## src/rtl/uart_rx_cfg.sv

```systemverilog
`timescale 1ns/1ps
`default_nettype none
// ============================================================================
// Module   : uart_rx_cfg
// Purpose  : Configurable UART receiver (data width, parity, stop bits) with
//            majority-vote sampling, glitch rejection and error reporting.
// Revision : 1.0 - initial release
// ============================================================================
module uart_rx_cfg #(
    parameter int CLK_FREQ  = 50_000_000,
    parameter int UART_BPS  = 115200,
    parameter int DATA_BITS = 8,
    parameter int PARITY    = 0,
    parameter int STOP_BITS = 1
) (
    input  logic                 clk,
    input  logic                 rst,
    input  logic                 uart_rxd,
    output logic [DATA_BITS-1:0] rx_data,
    output logic                 rx_valid,
    output logic                 parity_err,
    output logic                 frame_err,
    output logic                 rx_busy
);
    localparam int c_baud_cnt_max = CLK_FREQ / UART_BPS;
    localparam int c_cnt_w        = $clog2(c_baud_cnt_max);
    localparam logic [c_cnt_w-1:0] c_cnt_last = c_cnt_w'(c_baud_cnt_max - 1);
    localparam logic [c_cnt_w-1:0] c_cnt_one  = c_cnt_w'(1);
    localparam logic [c_cnt_w-1:0] c_samp0    = c_cnt_w'(c_baud_cnt_max / 2 - 1);
    localparam logic [c_cnt_w-1:0] c_samp1    = c_cnt_w'(c_baud_cnt_max / 2);
    localparam logic [c_cnt_w-1:0] c_decide   = c_cnt_w'(c_baud_cnt_max / 2 + 1);
    localparam logic [3:0]         c_last_data = 4'(DATA_BITS - 1);
    localparam logic [3:0]         c_last_stop = 4'(STOP_BITS - 1);
    localparam logic               c_odd       = (PARITY == 1);

    typedef enum logic [2:0] {
        S_IDLE      = 3'd0,
        S_START     = 3'd1,
        S_DATA      = 3'd2,
        S_PARITY    = 3'd3,
        S_STOP      = 3'd4,
        S_WAIT_HIGH = 3'd5
    } state_t;

    state_t                 r_state;
    state_t                 w_state_next;
    logic [1:0]             r_sync;
    logic [1:0]             r_fill;
    logic                   r_rxd_prev;
    logic [c_cnt_w-1:0]     r_baud_cnt;
    logic [1:0]             r_samp;
    logic [3:0]             r_bit_cnt;
    logic [DATA_BITS-1:0]   r_shift;
    logic                   r_perr_l;
    logic                   r_ferr_l;
    logic [DATA_BITS-1:0]   r_rx_data;
    logic                   r_valid;
    logic                   r_perr;
    logic                   r_ferr;
    logic                   w_rxd_s;
    logic                   w_fall;
    logic                   w_bit;
    logic                   w_decide;
    logic                   w_frame_bad;

    // The edge-history flop only takes real line samples once the synchroniser
    // has flushed its reset value, so a line held low at reset is not a start.
    always_ff @(posedge clk or posedge rst) begin
        if (rst) begin
            r_sync     <= 2'b11;
            r_fill     <= 2'b00;
            r_rxd_prev <= 1'b0;
        end else begin
            r_sync     <= {r_sync[0], uart_rxd};
            r_fill     <= {r_fill[0], 1'b1};
            r_rxd_prev <= r_sync[1] & r_fill[1];
        end
    end

    assign w_rxd_s     = r_sync[1];
    assign w_fall      = r_rxd_prev & ~w_rxd_s;
    assign w_bit       = (r_samp[0] & r_samp[1]) | (r_samp[0] & w_rxd_s) | (r_samp[1] & w_rxd_s);
    assign w_decide    = (r_baud_cnt == c_decide) &&
                         (r_state == S_START || r_state == S_DATA ||
                          r_state == S_PARITY || r_state == S_STOP);
    assign w_frame_bad = r_ferr_l | ~w_bit;

    always_ff @(posedge clk or posedge rst) begin
        if (rst) r_state <= S_IDLE;
        else     r_state <= w_state_next;
    end

    always_comb begin
        w_state_next = r_state;
        case (r_state)
            S_IDLE:      if (w_fall) w_state_next = S_START;
            S_START:     if (w_decide) w_state_next = w_bit ? S_IDLE : S_DATA;
            S_DATA:      if (w_decide && r_bit_cnt == c_last_data)
                             w_state_next = (PARITY != 0) ? S_PARITY : S_STOP;
            S_PARITY:    if (w_decide) w_state_next = S_STOP;
            S_STOP:      if (w_decide && r_bit_cnt == c_last_stop)
                             w_state_next = w_frame_bad ? S_WAIT_HIGH : S_IDLE;
            S_WAIT_HIGH: if (w_rxd_s) w_state_next = S_IDLE;
            default:     w_state_next = S_IDLE;
        endcase
    end

    always_ff @(posedge clk or posedge rst) begin
        if (rst) begin
            r_baud_cnt <= '0;
            r_samp     <= 2'b00;
            r_bit_cnt  <= 4'd0;
            r_shift    <= '0;
            r_perr_l   <= 1'b0;
            r_ferr_l   <= 1'b0;
            r_rx_data  <= '0;
            r_valid    <= 1'b0;
            r_perr     <= 1'b0;
            r_ferr     <= 1'b0;
        end else begin
            r_valid <= 1'b0;
            r_perr  <= 1'b0;
            r_ferr  <= 1'b0;

            if (r_state == S_IDLE || r_state == S_WAIT_HIGH) r_baud_cnt <= '0;
            else if (r_baud_cnt == c_cnt_last)                r_baud_cnt <= '0;
            else                                              r_baud_cnt <= r_baud_cnt + c_cnt_one;

            if (r_baud_cnt == c_samp0) r_samp[0] <= w_rxd_s;
            if (r_baud_cnt == c_samp1) r_samp[1] <= w_rxd_s;

            // Per-frame bookkeeping restarts from IDLE, which always precedes START.
            if (r_state == S_IDLE) begin
                r_bit_cnt <= 4'd0;
                r_perr_l  <= 1'b0;
                r_ferr_l  <= 1'b0;
            end

            if (w_decide) begin
                case (r_state)
                    S_DATA: begin
                        r_shift   <= {w_bit, r_shift[DATA_BITS-1:1]};
                        r_bit_cnt <= (r_bit_cnt == c_last_data) ? 4'd0 : r_bit_cnt + 4'd1;
                    end
                    S_PARITY: r_perr_l <= ((^r_shift) ^ w_bit) != c_odd;
                    S_STOP: begin
                        if (r_bit_cnt == c_last_stop) begin
                            r_valid   <= 1'b1;
                            r_rx_data <= r_shift;
                            r_perr    <= r_perr_l;
                            r_ferr    <= w_frame_bad;
                            r_bit_cnt <= 4'd0;
                        end else begin
                            r_ferr_l  <= w_frame_bad;
                            r_bit_cnt <= r_bit_cnt + 4'd1;
                        end
                    end
                    default: ;
                endcase
            end
        end
    end

    assign rx_data    = r_rx_data;
    assign rx_valid   = r_valid;
    assign parity_err = r_perr;
    assign frame_err  = r_ferr;
    assign rx_busy    = (r_state != S_IDLE);

endmodule
`default_nettype wire

```

## config.mk

```make
export PLATFORM = sky130hd
export DESIGN_NAME = uart_rx_cfg
export DESIGN_NICKNAME = d
export VERILOG_FILES = /design/src/rtl/uart_rx_cfg.sv
export SDC_FILE = /design/constraint.sdc
export NUM_CORES = 1
export LEC_CHECK = 0
export ABC_AREA = 1
export CAP_MARGIN = 20
export CELL_PAD_IN_SITES_DETAIL_PLACEMENT = 0
export CELL_PAD_IN_SITES_GLOBAL_PLACEMENT = 2
export CORE_AREA = 2 2 85 79
export DETAILED_ROUTE_END_ITERATION = 10
export DIE_AREA = 0 0 87 81
export DONT_BUFFER_PORTS = 1
export GPL_TIMING_DRIVEN = 0
export PLACE_DENSITY = 0.87
export SYNTH_ARGS = -nofsm -noshare
export SYNTH_HDL_FRONTEND = slang
export SYNTH_SLANG_ARGS = --single-unit
export TNS_END_PERCENT = 50
```

## constraint.sdc

```tcl
create_clock -name clk -period 2.5 [get_ports clk]
set_input_delay 0.5 -clock clk [delete_from_list [all_inputs] [get_ports clk]]
set_output_delay 0.5 -clock clk [all_outputs]
set_load 0.005 [all_outputs]
```

==> impl_results.rst <==
.. list-table::
   :header-rows: 1

   * - Metric
     - Value
   * - Cell breakdown of the critical path
     - inv_1, ha_1, nand2_1, nor2_1, nand2_1, nand3_1, nand4_1, nand2_1, nand2_1
   * - Antenna violations before repair
     - 0
   * - Clock tree from TritonCTS
     - built
   * - Total leakage power
     - 0.00142 µW
   * - Share of the synthesized area in compound gates (AO/OA/AOI/OAI)
     - 0.0846
   * - Worst Path Class, Setup
     - register to register
   * - Warning count from the yosys run
     - 0
   * - Area Overhead vs Synth
     - 9.78%
   * - Die Span Y
     - 81 µm
   * - Final count of pins violating max slew
     - 0
   * - Critical path arrival
     - 1.92 ns
   * - Flip-flop and latch count after synthesis
     - 44
   * - Cells resized by post-CTS repair
     - 0
   * - Cell family with most CP delay
     - simple AND/OR/NAND/NOR gates
   * - Most area-consuming cells after synthesis
     - dfrtp_1 (44%), nand2_1 (13%), inv_1 (6.8%)
   * - Via/cell ratio
     - 4.75
   * - Number of antenna cells inserted
     - 0
   * - Reg2reg end
     - r_state[2]
   * - Overall die area
     - 0.00705 mm²
   * - Required time of the critical path
     - 2.70 ns
   * - IO Pins
     - 15
   * - Worst ir drop on vdd
     - 0.000287 V
   * - Vias post-DR
     - 1,829
   * - Share of synthesized registers carrying an async set or reset
     - 1.00
   * - Global router's overall resource usage
     - 0.148
   * - Max Cap Viol
     - 0
   * - Endpoints failing hold
     - 0
   * - Time the final worst path needs with I/O delays and setup
     - 1.71 ns
   * - Worst reg2reg path startpoint
     - r_baud_cnt[0]
   * - Post-Synth XOR/XNOR Area
     - 0.0110
   * - Internal Power
     - 1210 µW
   * - Vias in the first global route
     - 1,718
   * - Drt pass-1 iters
     - 4
   * - Outcome
     - finished clean
   * - Most frequent cell after synthesis
     - nand2_1
   * - Path type of the worst min-delay path
     - primary input to asynchronous set/reset pin
   * - Power per unit of standard cell area
     - 717 mW/mm²
   * - Synthesized instance count
     - 301
   * - Synth Area in Adders
     - 0.0315
   * - Total of endpoints with negative setup slack in the final report
     - 0
   * - Width of the chip
     - 87 µm
   * - Hold-fix buffers at CTS
     - 0
   * - Placeable core region
     - 0.00627 mm²
   * - Total Wirelength
     - 4720 µm
   * - Clock-pin slew on the worst setup and hold paths
     - 0.10 ns
   * - Synth Net Count
     - 310
   * - Port Buf Inserts
     - 0
   * - Total cell area at the placement stage
     - 0.00249 mm²
   * - Maximum number of pins on one net before global-route repair
     - 34
   * - CTS Root Cell
     - clkbuf_8
   * - Setup repair after global routing missed its margin
     - false
   * - Later-pin clock latency in the skew report
     - 0.31 ns
   * - Count of standard-cell rows
     - 28
   * - Simple-gate share of the synthesized area
     - 0.310
   * - Dominant cell type by count on the critical path
     - nand2_1
   * - Last element of the critical path
     - r_state[2]
   * - Length in cells of the worst reg-to-reg path
     - 9
   * - Non-filler cells, final
     - 385
   * - Worst setup path startpoint
     - r_baud_cnt[0]
   * - Total standard cell area after synthesis
     - 0.00238 mm²
   * - Routability congestion estimate from global placement
     - 0.793
   * - Nature of the critical path endpoint
     - register
   * - Pwr Total
     - 1870 µW
   * - Fraction of the cycle the final worst path needs
     - 0.686
   * - Max Freq
     - 583 MHz
   * - Final nets
     - 318
   * - Worst Clk Skew
     - 0.00682 ns
   * - Area share of the largest cell type after synthesis
     - 0.442
   * - Dominant combinational cell family by area after synthesis
     - simple AND/OR/NAND/NOR gates
   * - Post-synth EDFFs
     - 0
   * - Crit path largest cell delay
     - 0.45 ns
   * - Routed len/inst
     - 12.3 µm
   * - Number of clock sinks seen by CTS
     - 44
   * - Detail Route Antenna Nets
     - 0
   * - CP max-delay cell
     - dfrtp_1
   * - Critical path depth
     - 9
   * - Primary flip-flop cell chosen by synthesis mapping
     - dfrtp_1
   * - Net Sw Frac
     - 0.355
   * - Logic gate share of total power
     - 0.241
   * - Internal reg-to-reg setup slack
     - 0.79 ns
   * - Switching power
     - 665 µW
   * - Startpoint class of the critical path
     - register
   * - Number of CTS-inserted buffers
     - 5
   * - Setup_tns
     - 0 ns
   * - HPWL reported at the end of detailed placement
     - 3470 µm
   * - Clock H-tree levels
     - 2
   * - Number of setup buffers added after CTS
     - 0
   * - Most used standard cells in the synthesized netlist
     - nand2_1 (80), inv_1 (43), dfrtp_1 (42), nor2_1 (33)
   * - Share of cells above drive strength 1
     - 0.148
   * - Multiplexer share of the synthesized area
     - 0.00421
   * - Number of DRC violations after detailed-routing iteration 0
     - 74
   * - Maximum fanout count along the critical path
     - 6
   * - Maximum count of clock buffers along a single path
     - 2
   * - Final non-filler cell area
     - 0.00261 mm²
   * - Sequential group share of total power
     - 0.443
   * - DRC
     - 0
   * - Post-synthesis sequential area ratio
     - 0.464
   * - Bufs and invs on worst path
     - 1
   * - Cell count after placement
     - 377
   * - Global-route wire length before repair
     - 8050 µm
   * - Final global-route overflow total
     - 0
   * - Power share of the clock group
     - 0.316
   * - Avg Synthesized Cell Area
     - 7.91 µm²
   * - Synth cell types
     - 32
   * - Starting density of the core
     - 0.379
   * - Dominant cell type by area after synthesis
     - dfrtp_1
sequential cells by signal, indices dropped and copies added (netlist names):
signal      count
r_baud_cnt      9
r_shift         8
rx_data         8
r_bit_cnt       4
r_state         3
r_fill          2
r_samp          2
r_sync          2
frame_err       1
parity_err      1
r_ferr_l        1
r_perr_l        1
r_rxd_prev      1
rx_valid        1
kinds of logic after synthesis:
family	after synthesis
AND/OR/NAND/NOR	158
buffers and inverters	55
flip-flops	44
AO/OA/AOI/OAI	33
adder cells (fa/ha/maj)	6
XOR/XNOR	3
other	1
multiplexers	1
per-stage QoR:
step            util  worst slack, ns  hold WS, ns
6_report       0.417            0.785      0.00474
5_1_grt        0.417            0.581       0.0110
4_1_cts        0.417            0.776      0.00320
3_5_place_dp   0.398            0.787        0.335
3_3_place_gp   0.394            0.415        0.333
2_1_floorplan      -            0.972        0.331
layout by cell type (no fill, tap or decap), drive strengths merged:
master / netlist / final
o21ai: 13 / 13
dfstp: 2 / 2
nand2: 86 / 86
o21bai: 1 / 1
o22ai: 1 / 1
conb: 1 / 1
or2: 1 / 1
a21oi: 17 / 17
xnor2: 1 / 1
nand3: 17 / 17
mux2i: 1 / 1
dfrtp: 42 / 42
nor3: 6 / 6
bufinv: 0 / 1
nand4: 7 / 7
clkbuf: 0 / 5
buf: 2 / 3
xor2: 2 / 2
inv: 53 / 55
o211ai: 1 / 1
nor3b: 1 / 1
ha: 6 / 6
nor4: 1 / 1
nor2: 39 / 39
worst min-delay path by stage:
stage / from / to / depth (start not counted)
detailed placement: r_fill[0] / r_fill[1] / 0
global placement: r_fill[0] / r_fill[1] / 0
CTS: rst / r_shift[0] / 1
floorplan: r_fill[0] / r_fill[1] / 0
global route: rst / r_shift[0] / 1
finish: rst / r_shift[0] / 1
per-layer routing:
| metal | routed length, µm | share of wire | GRT usage | vias up |
|---|---|---|---|---|
| li1 | - | - | - | 952 |
| met1 | 2460 | 0.52 | 0.207 | 850 |
| met2 | 2050 | 0.44 | 0.226 | 21 |
| met3 | 147 | 0.031 | 0.0386 | 6 |
| met4 | 53 | 0.011 | 0.0422 | 0 |
| met5 | 0 | 0 | 0 | - |
layout make-up:
type / instances / area (µm²)
clock inverters: 3 / 50.0
repair buffers: 1 / 20.0
well taps: 75 / 93.8
clock buffers: 5 / 68.8
multi-input cells: 202 / 1050
inverters: 53 / 199
fillers: 647 / 3660
plain buffers: 2 / 22.5
flip-flops and latches: 44 / 1100
worst register-to-register path, stage by stage, from the launching register on:
cell	delay, ns
dfrtp_1	0.45
inv_1	0.10
ha_1	0.25
nand2_1	0.08
nor2_1	0.12
nand2_1	0.13
nand3_1	0.16
nand4_1	0.18
nand2_1	0.10
nand2_1	0.05
power groups by stage:
stage | Clock [µW] | Combinational [µW] | Sequential (µW)
2_1_floorplan | 0 | 365 | 827
3_3_place_gp | 0 | 455 | 844
3_5_place_dp | 0 | 457 | 843
4_1_cts | 611 | 459 | 830
5_1_grt | 638 | 527 | 840
6_report | 591 | 452 | 830
Power figures use the tool's default switching activity.
